`src/rtl/nes_poll_scheduler_if.sv`:
```
// nes_poll_scheduler_if: control, controller-handshake and button-result signals of the poll scheduler
//   i_enable        periodic polling enable
//   i_poll_now      one-shot manual poll request
//   o_read_buttons  read strobe towards nes_controller
//   i_valid         result strobe from nes_controller
//   i_buttons       raw buttons from nes_controller
//   o_buttons       held button state
//   o_pressed       0->1 edges on the latest update
//   o_released      1->0 edges on the latest update
//   o_update        result just published
//   o_timeout       watchdog expired
//   o_overrun       request dropped, queue full
//   o_busy          transaction in progress
interface nes_poll_scheduler_if;
    logic       i_enable;
    logic       i_poll_now;
    logic       o_read_buttons;
    logic       i_valid;
    logic [7:0] i_buttons;
    logic [7:0] o_buttons;
    logic [7:0] o_pressed;
    logic [7:0] o_released;
    logic       o_update;
    logic       o_timeout;
    logic       o_overrun;
    logic       o_busy;
    modport master (
        input  i_enable, i_poll_now, i_valid, i_buttons,
        output o_read_buttons, o_buttons, o_pressed, o_released,
               o_update, o_timeout, o_overrun, o_busy
    );
    modport slave (
        output i_enable, i_poll_now, i_valid, i_buttons,
        input  o_read_buttons, o_buttons, o_pressed, o_released,
               o_update, o_timeout, o_overrun, o_busy
    );
endinterface

```
`src/rtl/nes_poll_scheduler.sv`:
```
// nes_poll_scheduler: issues periodic/manual nes_controller reads, watchdogs the reply, publishes buttons and edge pulses
//   clk      system clock
//   i_rst_n  asynchronous active-low reset
//   bus      nes_poll_scheduler_if.master (controls, controller handshake, button results)
module nes_poll_scheduler #(
    parameter int POLL_PERIOD    = 416667,
    parameter int TIMEOUT_CYCLES = 16384
) (
    input  logic                  clk,
    input  logic                  i_rst_n,
    nes_poll_scheduler_if.master  bus
);
    localparam int PW = $clog2(POLL_PERIOD);
    localparam int TW = $clog2(TIMEOUT_CYCLES);
    typedef enum logic [1:0] {IDLE, REQ, WAIT} state_t;
    state_t        state, state_n;
    logic          pending, pending_n, overrun_n;
    logic [PW-1:0] pcnt;
    logic [TW-1:0] tcnt;
    logic [7:0]    btn, prs, rel;
    logic          upd, tmo, ovr;
    logic          tick, req, got, expire;
    assign tick   = bus.i_enable && pcnt == PW'(POLL_PERIOD - 1);
    assign req    = tick | bus.i_poll_now;
    assign got    = state == WAIT && bus.i_valid;
    // valid on the expiry cycle wins over the watchdog
    assign expire = state == WAIT && !bus.i_valid && tcnt == TW'(TIMEOUT_CYCLES - 1);
    always_comb begin
        state_n   = state;
        pending_n = pending;
        overrun_n = 1'b0;
        case (state)
            IDLE: begin
                // a queued request and a fresh one collapse into this single read
                if (req | pending) state_n = REQ;
                pending_n = 1'b0;
                overrun_n = req & pending;
            end
            REQ: begin
                state_n = WAIT;
                if (req) begin
                    pending_n = 1'b1;
                    overrun_n = pending;
                end
            end
            default: begin
                if (got | expire) state_n = IDLE;
                if (req) begin
                    pending_n = 1'b1;
                    overrun_n = pending;
                end
            end
        endcase
    end
    always_ff @(posedge clk or negedge i_rst_n) begin
        if (!i_rst_n) begin
            state   <= IDLE;
            pending <= 1'b0;
            pcnt    <= '0;
            tcnt    <= '0;
            btn     <= '0;
            prs     <= '0;
            rel     <= '0;
            upd     <= 1'b0;
            tmo     <= 1'b0;
            ovr     <= 1'b0;
        end else begin
            state   <= state_n;
            pending <= pending_n;
            ovr     <= overrun_n;
            pcnt    <= bus.i_enable ? (tick ? '0 : pcnt + 1'b1) : '0;
            tcnt    <= state == REQ ? '0 : state == WAIT ? tcnt + 1'b1 : tcnt;
            prs     <= '0;
            rel     <= '0;
            upd     <= 1'b0;
            tmo     <= 1'b0;
            if (got) begin
                btn <= bus.i_buttons;
                prs <= bus.i_buttons & ~btn;
                rel <= ~bus.i_buttons & btn;
                upd <= 1'b1;
            end else if (expire) begin
                // a lost controller reads as everything released
                btn <= '0;
                rel <= btn;
                upd <= 1'b1;
                tmo <= 1'b1;
            end
        end
    end
    assign bus.o_read_buttons = state == REQ;
    assign bus.o_busy         = state != IDLE;
    assign bus.o_buttons      = btn;
    assign bus.o_pressed      = prs;
    assign bus.o_released     = rel;
    assign bus.o_update       = upd;
    assign bus.o_timeout      = tmo;
    assign bus.o_overrun      = ovr;
endmodule

```
`src/flat_wrapper.sv`:
```
// flat-port wrapper written by rule: the top's interface ports become plain ports
module nes_poll_scheduler_flat 
#(
    parameter int POLL_PERIOD    = 416667,
    parameter int TIMEOUT_CYCLES = 16384
)
  (clk, i_rst_n, bus_i_enable, bus_i_poll_now, bus_i_valid, bus_i_buttons, bus_o_read_buttons, bus_o_buttons, bus_o_pressed, bus_o_released, bus_o_update, bus_o_timeout, bus_o_overrun, bus_o_busy);
  nes_poll_scheduler_if bus_i ();
  input  logic clk;
  input  logic i_rst_n;
  input wire logic [$bits(bus_i.i_enable)-1:0] bus_i_enable;
  input wire logic [$bits(bus_i.i_poll_now)-1:0] bus_i_poll_now;
  input wire logic [$bits(bus_i.i_valid)-1:0] bus_i_valid;
  input wire logic [$bits(bus_i.i_buttons)-1:0] bus_i_buttons;
  output wire logic [$bits(bus_i.o_read_buttons)-1:0] bus_o_read_buttons;
  output wire logic [$bits(bus_i.o_buttons)-1:0] bus_o_buttons;
  output wire logic [$bits(bus_i.o_pressed)-1:0] bus_o_pressed;
  output wire logic [$bits(bus_i.o_released)-1:0] bus_o_released;
  output wire logic [$bits(bus_i.o_update)-1:0] bus_o_update;
  output wire logic [$bits(bus_i.o_timeout)-1:0] bus_o_timeout;
  output wire logic [$bits(bus_i.o_overrun)-1:0] bus_o_overrun;
  output wire logic [$bits(bus_i.o_busy)-1:0] bus_o_busy;
  assign bus_i.i_enable = bus_i_enable;
  assign bus_i.i_poll_now = bus_i_poll_now;
  assign bus_i.i_valid = bus_i_valid;
  assign bus_i.i_buttons = bus_i_buttons;
  assign bus_o_read_buttons = bus_i.o_read_buttons;
  assign bus_o_buttons = bus_i.o_buttons;
  assign bus_o_pressed = bus_i.o_pressed;
  assign bus_o_released = bus_i.o_released;
  assign bus_o_update = bus_i.o_update;
  assign bus_o_timeout = bus_i.o_timeout;
  assign bus_o_overrun = bus_i.o_overrun;
  assign bus_o_busy = bus_i.o_busy;
  nes_poll_scheduler #(.POLL_PERIOD(POLL_PERIOD), .TIMEOUT_CYCLES(TIMEOUT_CYCLES)) u_core (.clk(clk), .i_rst_n(i_rst_n), .bus(bus_i));
endmodule
```
`config.mk`:
```
export PLATFORM = sky130hd
export DESIGN_NAME = nes_poll_scheduler_flat
export DESIGN_NICKNAME = d
export VERILOG_FILES = /design/src/rtl/nes_poll_scheduler_if.sv /design/src/rtl/nes_poll_scheduler.sv /design/src/flat_wrapper.sv
export SDC_FILE = /design/constraint.sdc
export NUM_CORES = 1
export LEC_CHECK = 0
export CAP_MARGIN = 25
export CELL_PAD_IN_SITES_DETAIL_PLACEMENT = 1
export CELL_PAD_IN_SITES_GLOBAL_PLACEMENT = 2
export CORE_UTILIZATION = 31
export CTS_CLUSTER_SIZE = 28
export DETAILED_ROUTE_END_ITERATION = 8
export PLACE_DENSITY = 0.77
export SLEW_MARGIN = 20
export SYNTH_ARGS = -nofsm -noshare
export SYNTH_HDL_FRONTEND = slang
export SYNTH_SLANG_ARGS = --single-unit
```
`constraint.sdc`:
```
create_clock -name clk -period 2.4 [get_ports clk]
set_clock_uncertainty 0.15 [all_clocks]
set_input_delay 0.36 -clock clk [delete_from_list [all_inputs] [get_ports clk]]
set_output_delay 0.36 -clock clk [all_outputs]
set_load 0.05 [all_outputs]
```
==> flow_metrics.py <==
metrics = {
    "worst_setup_path": {
        "timing.critical_path.to_type": "flop",
        "setup.reg_to_reg.worst_slack_ns": 0.28,
        "combined_buffer_and_inverter_count_along_the_critical_path": 0,
        "kind_of_start_point_of_the_critical_path": "flop",
        "critPathArrivalTime_ns": 2.17,
        "worst_path_max_delay_cell": "sky130_fd_sc_hd__or4b_2",
        "worst_r2r_path_depth": 3,
        "cpPeakStageDelay_ns": 0.74,
        "worst-setup-path-type": "reg2reg",
        "crit_family": "simple AND/OR/NAND/NOR gates",
        "timing.critical_path.fanout_max": 7,
        "critical_r2r_capture": "u_core.state[1]",
        "crit_chain": "or4b_2 -> nor4_1 -> o221ai_1",
        "data_required_time_at_the_worst_endpoint_ns": 2.45,
        "reg2reg_from": "u_core.pcnt[6]",
    },
    "power_and_ir_drop": {
        "cellLeakagePower_nw": 1.640,
        "power_per_cell_area_nw_per_um2": 1064,
        "power_mw": 3.842,
        "worst_ir_drop_vdd_uv": 379.2,
    },
    "floorplanning": {
        "dieArea_um2": 9417,
        "initial_standard_cell_utilization_of_the_core_pct": 32.11,
        "die_width_um": 97.04,
        "core.rowCount": 34,
        "ports": 42,
        "coreArea_um2": 8721,
        "die_height_um": 97.04,
    },
    "placed_design": {
        "port_buffers": 41,
        "dp_hpwl_um": 4466,
        "gpl_congestion": 0.7206,
    },
    "flow_run": {
        "timing.max_cap.violations": 0,
    },
    "global_routing": {
        "globalRoute.totalOverflow": 0,
        "grt_start_max_net_pins": 40,
        "global_route_wire_length_before_repair_um": 11140,
        "grt_antenna_before_repair": 0,
        "grt_util_all_layers_pct": 15.02,
        "first_global_vias": 2327,
    },
    "yosys": {
        "ys_ff_latch": 63,
        "post_synth.cell_area_avg_um2": 10.37,
        "synth_ff_type": "sky130_fd_sc_hd__dfrtp_1",
        "post-synth-top-area-cell": "sky130_fd_sc_hd__dfrtp_1",
        "sequential_element_share_of_the_synthesized_area_pct": 56.30,
        "ys_top_cells_by_area": "sky130_fd_sc_hd__dfrtp_1 (56%), sky130_fd_sc_hd__nor2_1 (4.3%), sky130_fd_sc_hd__nand2_1 (4.2%)",
        "synth_edf_count": 0,
        "ys_async_sr_fraction_pct": 100.0,
        "synthDominantCellAreaShare_pct": 56.30,
        "synth.lib_cells_used.distinct": 36,
        "post_synth_inst_count": 270,
        "mappedNetlistNets": 289,
        "synth-warning-count": 0,
        "mappedNetlistArea_um2": 2800,
    },
    "sta": {
        "final_hold_viol_count": 0,
        "grt_setup_unrepaired": "no",
        "slew-limit-headroom_pct": 59.93,
        "timing.fmax_ghz": 0.4714,
        "timing_max_transition_violations_final": 0,
        "worst_slew_pin_slew_ns": 0.6011,
        "count_of_final_setup_violators": 0,
        "finalCriticalPeriod_ns": 2.121,
        "final_min_period_over_clock_period_pct": 88.39,
        "timing.setup.tns_ns": 0,
    },
    "route": {
        "antenna_violating_nets_post_route": 0,
        "via_per_inst": 5.042,
        "drt_pass1_iterations": 4,
        "drt_wl_total_um": 6337,
        "drt_iter0_drc": 45,
        "detailroute.via_count": 2183,
        "per_cell_routed_wire_length_um": 14.64,
        "remaining_drc_errors": 0,
    },
    "cells_and_area": {
        "drive_above_1_share_pct": 9.538,
        "antenna-diode-count": 0,
        "mostFrequentLayoutCells": "sky130_fd_sc_hd__dfrtp_1 (63), sky130_fd_sc_hd__clkdlybuf4s50_1 (38), sky130_fd_sc_hd__nor2_1 (32), sky130_fd_sc_hd__nand2_1 (31), sky130_fd_sc_hd__nand3_1 (16)",
        "mostFrequentLayoutCell": "sky130_fd_sc_hd__dfrtp_1",
        "areaGrowthSynthToFinish_pct": 29.00,
        "fillerInstances": 971,
        "final_net_count": 340,
    },
    "cts": {
        "cts_buffers": 9,
        "cts-htree-levels": 3,
        "post_cts_buffers": 0,
        "root_buffer": "sky130_fd_sc_hd__clkbuf_8",
        "clock_slew_at_reported_path_ffs_ns": 0.07,
        "clk-insertion-delay-late_ns": 0.34,
        "clock_tree.buffer_depth": 2,
        "holdBufCountCts": 1,
        "ctsResizeCount": 0,
        "cts_tree": "yes",
        "numClockSinks": 63,
    },
    "min_path": {
        "holdCritStartpoint": "u_core.bus.o_buttons[3]",
        "hold_path.class": "reg2reg",
        "timing.hold.worst_path_depth": 1,
        "hold_end": "u_core.bus.o_pressed[3]",
    },
    "run_status": {
        "run_status": "finished, final reports clean",
    },
}
## layer usage
| metal | wire length [um] | track usage [%] | up-vias |
|---|---|---|---|
| met3 | 226 | 3.757 | 8 |
| met1 | 3044 | 18.95 | 1092 |
| met2 | 2975 | 24.70 | 39 |
| met4 | 91 | 5.855 | 0 |
| li1 | - | - | 1044 |
| met5 | 0 | 0 | - |
## logic make-up after synthesis
logic type	after synthesis	synth area share, %
muxes	2	0.8042
and+or+nand+nor	137	25.29
AOI/OAI and AO/OA	26	6.077
adders and majority gates	6	2.681
buffers and inverters	17	2.904
DFF	63	56.30
xor gates and xnor gates	19	5.943
## where the power goes
part           internal [mW]  leakage, nW  switching, mW  total, mW
clock network          0.714        0.119          0.427       1.14
registers               1.24        0.845          0.149       1.39
logic                  0.452        0.677          0.858       1.31
total                   2.41         1.64           1.43       3.84
## state kept, by name, indices dropped and copies added, names as in the netlist, 2 cells and up
signal	cells
u_core.tcnt	14
u_core.state	2
u_core.bus.o_released	8
u_core.bus.o_buttons	8
u_core.pcnt	19
u_core.bus.o_pressed	8
## synthesized netlist by cell type (3+ instances only)
library cell,n
sky130_fd_sc_hd__nor2_1,32
sky130_fd_sc_hd__or3_1,10
sky130_fd_sc_hd__dfrtp_1,63
sky130_fd_sc_hd__clkbuf_1,6
sky130_fd_sc_hd__ha_1,6
sky130_fd_sc_hd__and3_1,14
sky130_fd_sc_hd__and4_1,3
sky130_fd_sc_hd__nor3_1,3
sky130_fd_sc_hd__or4_1,3
sky130_fd_sc_hd__xnor2_1,7
sky130_fd_sc_hd__xor2_1,12
sky130_fd_sc_hd__o21ai_0,8
sky130_fd_sc_hd__nand4_1,13
sky130_fd_sc_hd__nand2_1,31
sky130_fd_sc_hd__nor4_1,3
sky130_fd_sc_hd__a21oi_1,10
sky130_fd_sc_hd__inv_1,9
sky130_fd_sc_hd__nand3_1,16
## area by class of cell
cell class	count	area, um2	share of cell area (%)
Timing Repair Buffer	48	480.5	13.30
Clock inverter	5	106.4	2.944
Clock buffer	10	137.6	3.810
Inverter	9	33.78	0.9352
Tap cell	108	135.1	3.741
Sequential cell	63	1577	43.64
Multi-Input combinational cell	190	1142	31.62
## how the worst max path moves through the flow
stage               cells past startpoint           start                       end
finish                                  3  u_core.pcnt[6]           u_core.state[1]
global route                            5  u_core.tcnt[0]  u_core.bus.o_released[5]
CTS                                     5  u_core.tcnt[0]  u_core.bus.o_released[2]
detailed placement                      4    bus_i_enable           u_core.state[1]
global placement                        4    bus_i_enable           u_core.state[1]
floorplan                               4  u_core.pcnt[6]            u_core.pcnt[9]
## through the flow
stage	cells	hold slack (ns)	setup slack, ns	instance area (um2)	utilization [%]
floorplan	270	-0.08559	0.2667	2800	-
global placement	417	0.2457	0.08168	3358	38.51
detailed placement	417	0.2596	0.04288	3358	38.51
CTS	433	0.3117	0.2607	3612	41.42
global route	433	0.3396	0.1355	3612	41.42
finish	433	0.3113	0.2787	3612	41.42
(Power assumes the default switching activity.)
